$ cat src/rtl/cpu_pkg.sv
// Shared state, class and condition encodings for the cpu_cu control unit.
// Decode helper maps an instruction class to its execute state.
package cpu_pkg;

  typedef enum logic [3:0] {
    S_RESET   = 4'd0,
    S_FETCH   = 4'd1,
    S_DECODE  = 4'd2,
    S_ALU     = 4'd3,
    S_LOAD    = 4'd4,
    S_STORE   = 4'd5,
    S_JMP     = 4'd6,
    S_BRA     = 4'd7,
    S_HALT    = 4'd8,
    S_ILLEGAL = 4'd9
  } state_t;

  localparam logic [3:0] CLS_ALU  = 4'h7;
  localparam logic [3:0] CLS_LD   = 4'h8;
  localparam logic [3:0] CLS_ST   = 4'h9;
  localparam logic [3:0] CLS_JMP  = 4'hB;
  localparam logic [3:0] CLS_BRA  = 4'hC;
  localparam logic [3:0] CLS_HALT = 4'hF;

  localparam logic [3:0] CC_AL = 4'd0;
  localparam logic [3:0] CC_C  = 4'd1;
  localparam logic [3:0] CC_N  = 4'd2;
  localparam logic [3:0] CC_Z  = 4'd3;
  localparam logic [3:0] CC_NC = 4'd4;
  localparam logic [3:0] CC_NN = 4'd5;
  localparam logic [3:0] CC_NZ = 4'd6;

  localparam logic [3:0] ALU_PASS_S = 4'h0;

  function automatic state_t class_to_state(input logic [3:0] cls);
    state_t s;
    case (cls)
      CLS_ALU:  s = S_ALU;
      CLS_LD:   s = S_LOAD;
      CLS_ST:   s = S_STORE;
      CLS_JMP:  s = S_JMP;
      CLS_BRA:  s = S_BRA;
      CLS_HALT: s = S_HALT;
      default:  s = S_ILLEGAL;
    endcase
    return s;
  endfunction

endpackage

$ cat src/rtl/cu_branch_cond.sv
// Branch condition evaluator: decides whether a BRA is taken
// from its condition code and the current EU flags.
module cu_branch_cond
  import cpu_pkg::*;
(
  input  logic [3:0] sub,
  input  logic       C,
  input  logic       N,
  input  logic       Z,
  output logic       take
);

  // condition table; codes 7..15 are never taken
  always_comb begin
    take = 1'b0;
    case (sub)
      CC_AL:   take = 1'b1;
      CC_C:    take = C;
      CC_N:    take = N;
      CC_Z:    take = Z;
      CC_NC:   take = ~C;
      CC_NN:   take = ~N;
      CC_NZ:   take = ~Z;
      default: take = 1'b0;
    endcase
  end

endmodule

$ cat src/rtl/cpu_cu.sv
// Multi-cycle control unit: fetch, decode, one execute cycle per instruction.
// CPU_CU_ILLEGAL_TRAP_EN makes ILLEGAL a sticky trap with an illegal port.
module cpu_cu
  import cpu_pkg::*;
#(
  parameter int IR_W = 16,
  parameter int RA_W = 3
) (
  input  logic            clk,
  input  logic            reset,
  input  logic [IR_W-1:0] IR,
  input  logic            C,
  input  logic            N,
  input  logic            Z,
  output logic [RA_W-1:0] W_Adr,
  output logic [RA_W-1:0] R_Adr,
  output logic [RA_W-1:0] S_Adr,
  output logic [3:0]      Alu_Op,
  output logic            adr_sel,
  output logic            s_sel,
  output logic            pc_ld,
  output logic            pc_inc,
  output logic            pc_sel,
  output logic            reg_w_en,
  output logic            ir_ld,
  output logic            mr_en,
  output logic            mw_en,
  output logic            halted,
`ifdef CPU_CU_ILLEGAL_TRAP_EN
  output logic            illegal,
`endif
  output logic [3:0]      state
);

  state_t cs, ns;

  logic [3:0]      cls;
  logic [3:0]      sub;
  logic [RA_W-1:0] rs;
  logic [RA_W-1:0] rd;
  logic            take;
  logic            unused_ir;

  assign cls = IR[15:12];
  assign sub = IR[11:8];
  assign rs  = IR[5:3];
  assign rd  = IR[2:0];
  // offset bits feed the EU adder directly, not this unit
  assign unused_ir = ^IR[7:6];

  assign state = cs;

  cu_branch_cond u_cond (
    .sub  (sub),
    .C    (C),
    .N    (N),
    .Z    (Z),
    .take (take)
  );

  // state register; reset aborts any instruction at once
  always_ff @(posedge clk or posedge reset) begin
    if (reset) cs <= S_RESET;
    else       cs <= ns;
  end

  // next-state and control decode from state and IR
  always_comb begin
    ns       = cs;
    W_Adr    = '0;
    R_Adr    = '0;
    S_Adr    = '0;
    Alu_Op   = ALU_PASS_S;
    adr_sel  = 1'b0;
    s_sel    = 1'b0;
    pc_ld    = 1'b0;
    pc_inc   = 1'b0;
    pc_sel   = 1'b0;
    reg_w_en = 1'b0;
    ir_ld    = 1'b0;
    mr_en    = 1'b0;
    mw_en    = 1'b0;
    halted   = 1'b0;
    case (cs)
      S_RESET: ns = S_FETCH;
      S_FETCH: begin
        mr_en  = 1'b1;
        ir_ld  = 1'b1;
        pc_inc = 1'b1;
        ns     = S_DECODE;
      end
      S_DECODE: ns = class_to_state(cls);
      S_ALU: begin
        Alu_Op   = sub;
        R_Adr    = rd;
        W_Adr    = rd;
        S_Adr    = rs;
        reg_w_en = 1'b1;
        ns       = S_FETCH;
      end
      S_LOAD: begin
        R_Adr    = rs;
        adr_sel  = 1'b1;
        mr_en    = 1'b1;
        s_sel    = 1'b1;
        W_Adr    = rd;
        reg_w_en = 1'b1;
        ns       = S_FETCH;
      end
      S_STORE: begin
        R_Adr   = rd;
        S_Adr   = rs;
        adr_sel = 1'b1;
        mw_en   = 1'b1;
        ns      = S_FETCH;
      end
      S_JMP: begin
        S_Adr  = rs;
        pc_sel = 1'b1;
        pc_ld  = 1'b1;
        ns     = S_FETCH;
      end
      S_BRA: begin
        pc_ld = take;
        ns    = S_FETCH;
      end
      S_HALT: begin
        halted = 1'b1;
        ns     = S_HALT;
      end
      S_ILLEGAL: begin
`ifdef CPU_CU_ILLEGAL_TRAP_EN
        ns = S_ILLEGAL;
`else
        ns = S_FETCH;
`endif
      end
      default: ns = S_RESET;
    endcase
  end

`ifdef CPU_CU_ILLEGAL_TRAP_EN
  assign illegal = (cs == S_ILLEGAL);
`endif

endmodule

$ cat config.mk
export PLATFORM = sky130hd
export DESIGN_NAME = cpu_cu
export DESIGN_NICKNAME = d
export VERILOG_FILES = /design/src/rtl/cpu_pkg.sv /design/src/rtl/cu_branch_cond.sv /design/src/rtl/cpu_cu.sv
export SDC_FILE = /design/constraint.sdc
export NUM_CORES = 1
export LEC_CHECK = 0
export BUFFER_PORTS_ARGS = -buffer_cell sky130_fd_sc_hd__buf_2
export CORE_MARGIN = 10
export CORE_UTILIZATION = 43
export CTS_CLUSTER_DIAMETER = 80
export CTS_CLUSTER_SIZE = 10
export DETAILED_ROUTE_END_ITERATION = 8
export GPL_TIMING_DRIVEN = 0
export PLACE_DENSITY = 0.84
export SLEW_MARGIN = 15
export SYNTH_ARGS = -nofsm -noshare
export SYNTH_HDL_FRONTEND = slang
export SYNTH_SLANG_ARGS = --single-unit
$ cat constraint.sdc
create_clock -name clk -period 1.7 [get_ports clk]
set_input_delay 0.085 -clock clk [delete_from_list [all_inputs] [get_ports clk]]
set_output_delay 0.085 -clock clk [all_outputs]
set_load 0.05 [all_outputs]
==> results of run 1 <==
path summary, 6_finish.rpt:
kind	startpoint	endpoint	slack, ns	cells after the start
hold / removal	IR[15]	state[2]$_DFF_PP0_	0.16	2
setup reg to reg	state[2]$_DFF_PP0_	state[0]$_DFF_PP0_	0.24	6
hold reg to reg	state[3]$_DFF_PP0_	state[3]$_DFF_PP0_	0.79	2
max in group asynchronous	reset	state[0]$_DFF_PP0_	1.27	3
min in group asynchronous	reset	state[1]$_DFF_PP0_	0.27	3
setup / recovery	state[3]$_DFF_PP0_	pc_ld	0.009	4
layout make-up:
class	instances	area, um2	area share (%)
Clock buffer	4	26.3	2.28
Sequential cell	4	104	8.99
Multi-Input combinational cell	62	613	53.1
Timing Repair Buffer	49	312	27.0
Tap cell	16	20.0	1.73
Inverter	3	15.0	1.30
Buffer	6	65.1	5.63
cells by family after synthesis:
| kind of cell | Yosys count |
|---|---|
| xor+xnor | 3 |
| compound gates | 15 |
| mux | 2 |
| buf+inv | 9 |
| flops | 4 |
| simple gates | 42 |
metal layers:
layer / track usage (%) / vias to the layer above
met5: 0 / -
met1: 11.7 / 355
li1: - / 391
met3: 4.87 / 2
met2: 21.3 / 25
met4: 7.05 / 0
cell usage in the layout (no fill, tap or decap), types with 2 or more instances in the layout:
master / synthesis / layout
buf_2: 1 / 32
buf_4: 3 / 12
buf_6: 2 / 9
and2_1: 8 / 5
and3b_1: 4 / 4
nor3b_4: 0 / 4
and2_2: 0 / 3
clkbuf_4: 0 / 3
dfrtp_2: 0 / 3
nor2_1: 5 / 2
nand2b_1: 3 / 2
nor4b_1: 2 / 2
nand3b_1: 2 / 2
nor3_1: 4 / 2
a32oi_1: 2 / 2
nor2_2: 0 / 2
per-stage QoR:
stage          instances  instance area, um2  total power [mW]  util, %  TNS (ns)
2_1_floorplan         75                 766              1.65        -   -0.0875
3_3_place_gp         136                1010              1.96     67.1         0
3_5_place_dp         136                1010              1.98     67.1         0
4_1_cts              142                1100              2.23     72.8         0
5_1_grt              144                1150              2.46     76.7    -0.318
6_report             144                1150              2.33     76.7         0
worst reg2reg max path, stage by stage, from the launching register on:
cell and delay (ns):
dfrtp_2 0.47, buf_6 0.18, nor2_1 0.13, nand3b_1 0.16
buf_4 0.17, buf_4 0.13, o211a_1 0.10
power groups by stage:
stage	logic [mW]	registers, mW	clock network [mW]
final	2.01	0.187	0.131
after global routing	2.11	0.193	0.149
after CTS	1.90	0.192	0.136
after detailed placement	1.78	0.192	0
after global placement	1.77	0.187	0
after floorplan	1.34	0.308	0
timing repair:
action	4_1_cts	5_1_grt
setup endpoints to repair	9	16
endpoints found under the hold margin	4	0
hold buffers	1	0
resized for setup	13	16
setup buffers	1	2
pin swaps	0	1
==> metrics.cfg, run 1 <==
[synthesis]
yosysMostFrequentCell = and2_1
synth.distinct_cells = 40
synthMuxAreaShare_pct = 3.13
synth_top_family_by_area = simple AND/OR/NAND/NOR gates
netlist_area_um2 = 679
yosys.area_share.simple_pct = 48.8
synth_edf_count = 0
synth_flop_cell = dfrtp_1
synth_xor_area_share_pct = 6.08
netlist_instances = 75
synth.net_count = 96
yosys.area.top_type_share_pct = 14.7
ys_seq_area_share_pct = 14.7
post_synth_fa_ha_maj_area_fraction_pct = 0
ys_ff_latch = 4
synth_common_cells = and2_1 (8), nor2_1 (5), nor3b_2 (5)
synth_area_leader_cell = dfrtp_1
avgSynthCellArea_um2 = 9.06
ys_warn_count = 0
synth.area.top_cells = dfrtp_1 (15%), nor3b_2 (9.2%), and2_1 (7.4%)
synth_compound_area_share_pct = 18.2
async_flop_share_pct = 100

[drt]
dr.first_iter.drc_count = 17
drc = 0
drt_pre_antenna_iters = 4
vias = 773
top_layer = met4
wl_per_cell_um = 15.7
antenna_left = 0
wl_mm = 2.27
met3WireLength_um = 232
vias_per_cell = 5.37
drt-met1-wl_um = 797
wl_met2_mm = 1.22

[timing]
grt_setup_unrepaired = yes
fin_ws_ns = 0.00864
timing.final.hold_violations = 0
period_share_pct = 99.5
max-slew-margin-rel_pct = 74.5
timing.hold.ws_ns = 0.161
fmaxAchievable_ghz = 0.591
worst_pin_slew_ns = 0.377
setup_viol = 0
period_needed_ns = 1.69
skew_ns = 0.00141
slew_viol_final = 0

[critical_path]
crit_arrival_ns = 1.61
criticalPathCategory = reg2out
crit_slowest_cell = dfrtp_1
cp.buffers_inverters = 1
crit_family = simple AND/OR/NAND/NOR gates
crit_required_ns = 1.62
crit_fanout = 6
worstSetupStartpointType = register
worstPathCellList = nand2b_2 -> nor4_2 -> a21o_1 -> buf_4
worstSetupEndpointType = output pin
cpPeakStageDelay_ns = 0.41

[pwr]
p_int_mw = 0.946
seqPwrFrac_pct = 8.0
peakVddDrop_mv = 1.37
switching_share_pct = 59.4
p_comb_share_pct = 86.3
power_density_mw_per_mm2 = 2020
p_leak_nw = 0.546
p_clk_share_pct = 5.6
p_switching_mw = 1.38

[final_layout]
n_fill_cell = 111
diodes = 0
area_growth_pct = 70.0
largest_reg_flops = 4
nets = 150
drive_gt1_share_pct = 68.0

[die]
die_h_um = 59.8
rows = 14
core_area_mm2 = 0.00151
ioPinCount = 48
fp.dieW_um = 59.8
initial_utilization_pct = 45.1
die-area_mm2 = 0.00357

[run]
drv_cap = 0

[global_route]
antenna_found_initial = 0
grt_max_degree = 11
grt_usage_pct = 12.2
grt_pass1_vias = 752
grt_pass1_wl_mm = 3.44
grt_overflow_total = 0

[placed_design]
io_buffers = 45
hpwl_mm = 1.80
routabilityCongestion = 0.720
post-place-ws_ns = 0.124

[clocking]
h-tree-depth = 1
cts.sinks = 4
clk_pin_slew_ns = 0.04
insertion_delay_ns = 0.24
cts_buffer_depth = 2
root_buffer = clkbuf_4
tritoncts.num_buffers = 3
cts_tree = done

[status]
status = completed

[hold_path]
hp-class = in2reg

Power figures use the tool's default switching activity.
==> inputs of run 2 (changes only) <==
--- a/config.mk
+++ b/config.mk
@@ -7,13 +7,14 @@
 export LEC_CHECK = 0
 export BUFFER_PORTS_ARGS = -buffer_cell sky130_fd_sc_hd__buf_2
 export CORE_MARGIN = 10
-export CORE_UTILIZATION = 43
+export CORE_UTILIZATION = 40
 export CTS_CLUSTER_DIAMETER = 80
 export CTS_CLUSTER_SIZE = 10
 export DETAILED_ROUTE_END_ITERATION = 8
 export GPL_TIMING_DRIVEN = 0
-export PLACE_DENSITY = 0.84
+export PLACE_DENSITY = 0.83
 export SLEW_MARGIN = 15
 export SYNTH_ARGS = -nofsm -noshare
 export SYNTH_HDL_FRONTEND = slang
+export SYNTH_HIERARCHICAL = 1
 export SYNTH_SLANG_ARGS = --single-unit
==> metrics.cfg, run 2 <==
[timing]
grt_setup_unrepaired = yes
slew_viol_final = 0
timing.hold.ws_ns = 0.163
fmaxAchievable_ghz = 0.570
fin_ws_ns = -0.0553
timing.final.hold_violations = 0
worst_pin_slew_ns = 0.470
period_share_pct = 103
setup_viol = 12
skew_ns = 0.00637
period_needed_ns = 1.76
max-slew-margin-rel_pct = 68.2

[global_route]
grt_usage_pct = 14.7
grt_pass1_vias = 806
grt_overflow_total = 0
antenna_found_initial = 0
grt_pass1_wl_mm = 3.89
grt_max_degree = 11

[pwr]
p_leak_nw = 0.558
finalPower_mw = 2.39
power_density_mw_per_mm2 = 2170
peakVddDrop_mv = 1.47

[die]
die-area_mm2 = 0.00332
die_h_um = 57.6
core_area_mm2 = 0.00132
initial_utilization_pct = 43.0
ioPinCount = 48
rows = 13
fp.dieW_um = 57.6

[drt]
antenna_left = 0
wl_per_cell_um = 18.2
vias_per_cell = 5.52
drc = 0
wl_mm = 2.59
dr.first_iter.drc_count = 9
vias = 784
drt_pre_antenna_iters = 4

[placed_design]
io_buffers = 45
routabilityCongestion = 0.738
dpl_cell_area_um2 = 920
hpwl_mm = 1.82

[hold_path]
hold_end = state[2]$_DFF_PP0_
hp-class = in2reg
hp-start = IR[15]
hold_depth = 2

[synthesis]
synthMuxAreaShare_pct = 1.77
yosys.area_share.simple_pct = 46.1
netlist_area_um2 = 567
synth.distinct_cells = 38
avgSynthCellArea_um2 = 8.10
synth_flop_cell = dfrtp_1
ys_ff_latch = 4
ys_seq_area_share_pct = 17.7
synth.net_count = 91
yosysMostFrequentCell = and2_1
synth_xor_area_share_pct = 3.09
synth_area_leader_cell = dfrtp_1
yosys.area.top_type_share_pct = 17.7
synth_common_cells = and2_1 (11), dfrtp_1 (4), inv_1 (4), nor3_1 (4)
synth_compound_area_share_pct = 22.7
async_flop_share_pct = 100
netlist_instances = 70
ys_warn_count = 6
post_synth_fa_ha_maj_area_fraction_pct = 0
synth_top_family_by_area = simple AND/OR/NAND/NOR gates
synth.area.top_cells = dfrtp_1 (18%), and2_1 (12%), a22o_1 (4.6%)
synth_edf_count = 0

[critical_path]
crit_required_ns = 1.62
criticalPathCategory = reg2out
crit_arrival_ns = 1.67
worstRegToRegCells = 6
crit_slowest_cell = dfrtp_1
worstSetupEndpointType = output pin
worstPathCellList = clkbuf_4 -> a21oi_1 -> a211oi_2 -> and2_2 -> buf_4
rrSetupSlack_ns = 0.22
crit_fanout = 10
worstReg2RegEnd = state[1]$_DFF_PP0_
worstSetupStartpointType = register
r2r_start = state[1]$_DFF_PP0_
cpPeakStageDelay_ns = 0.42

[final_layout]
utilization_pct = 83.7
final_area_mm2 = 0.00110
nets = 149
largest_reg_flops = 4
final_common_cell = buf_2
area_growth_pct = 94.5
diodes = 0
final_cell_mix = buf_2 (30), buf_4 (11), clkbuf_4 (7), buf_6 (6), buf_8 (6)
n_fill_cell = 77
drive_gt1_share_pct = 68.5

[clocking]
clk_pin_slew_ns = 0.05
insertion_delay_ns = 0.24
cts_buffer_depth = 2
tritoncts.num_buffers = 3
cts_tree = done
h-tree-depth = 1
root_buffer = clkbuf_4
cts.sinks = 4

[run]
drv_cap = 0

[status]
status = finished, violations left
violations = setup timing

==> run 2: cell types whose count changed after synthesis, moves of 2 or more <==
cell / before / now
and2_1: 8 / 11
nor3b_2: 5 / 1
nand2b_1: 3 / 1
buf_4: 3 / 1
nand2_1: 0 / 2
buf_2: 1 / 3
and3b_1: 4 / 1
o21ai_0: 1 / 3
xor2_2: 2 / 0
inv_1: 2 / 4
a32oi_1: 2 / 0
nor2_1: 5 / 0
a22o_1: 1 / 3
==> run 2: cell type report <==
cell class	count	area [um2]	share of cell area, %
well taps	15	18.8	1.70
clock buffers	4	26.3	2.38
plain buffers	4	45.0	4.09
flip-flops and latches	4	104	9.42
repair buffers	54	385	35.0
multi-input cells	57	504	45.7
inverters	4	18.8	1.70
==> run 2: how the worst max path moves through the flow <==
stage,from,endpoint,slack (ns),cells after the start
after floorplan,state[3]$_DFF_PP0_,R_Adr[0],-0.28,4
after global placement,state[2]$_DFF_PP0_,mr_en,0.05,5
after detailed placement,state[2]$_DFF_PP0_,mr_en,0.04,5
after CTS,state[1]$_DFF_PP0_,W_Adr[0],-0.07,5
after global routing,state[0]$_DFF_PP0_,S_Adr[1],-0.10,5
final,state[0]$_DFF_PP0_,S_Adr[1],-0.06,5
==> run 2: timing repair <==
item,in CTS,in global routing
hold buffers,1,0
resized for setup,26,5
pin swaps,6,3
setup buffers,7,1
setup endpoints to repair,13,16
hold endpoints to repair,4,0
==> run 2: metal layers <==
| metal | vias to the layer above | GRT usage [%] | share of wire [%] | wire length [um] |
|---|---|---|---|---|
| li1 | 374 | - | - | - |
| met1 | 363 | 12.5 | 34 | 869 |
| met2 | 43 | 27.5 | 55 | 1410 |
| met3 | 4 | 6.32 | 9.9 | 257 |
| met4 | 0 | 8.72 | 1.7 | 45 |
| met5 | - | 0 | 0 | 0 |
==> run 2: metrics by stage <==
| step | TNS, ns | worst slack [ns] | cells |
|---|---|---|---|
| 6_report | -0.432 | -0.0553 | 142 |
| 5_1_grt | -0.996 | -0.104 | 142 |
| 4_1_cts | -0.300 | -0.0685 | 141 |
| 3_5_place_dp | 0 | 0.0448 | 130 |
| 3_3_place_gp | 0 | 0.0521 | 130 |
| 2_1_floorplan | -1.68 | -0.282 | 70 |
==> run 2: cells by family after synthesis <==
| group | Yosys count |
|---|---|
| mux | 1 |
| compound gates | 18 |
| flops | 4 |
| buf+inv | 9 |
| simple gates | 36 |
| xor+xnor | 2 |
==> run 2: critical path: cells and delay by family, from the launching register on <==
| kind | cells | cell delay [ns] |
|---|---|---|
| buf+inv | 2 | 0.44 |
| flops | 1 | 0.42 |
| compound gates | 2 | 0.36 |
| simple gates | 1 | 0.20 |
==> run 2: report_power, final <==
group | leakage, nW | internal, mW | switching, mW
registers | 0.0466 | 0.138 | 0.0606
logic | 0.497 | 0.805 | 1.25
clock network | 0.0150 | 0.0887 | 0.0484
total | 0.558 | 1.03 | 1.36
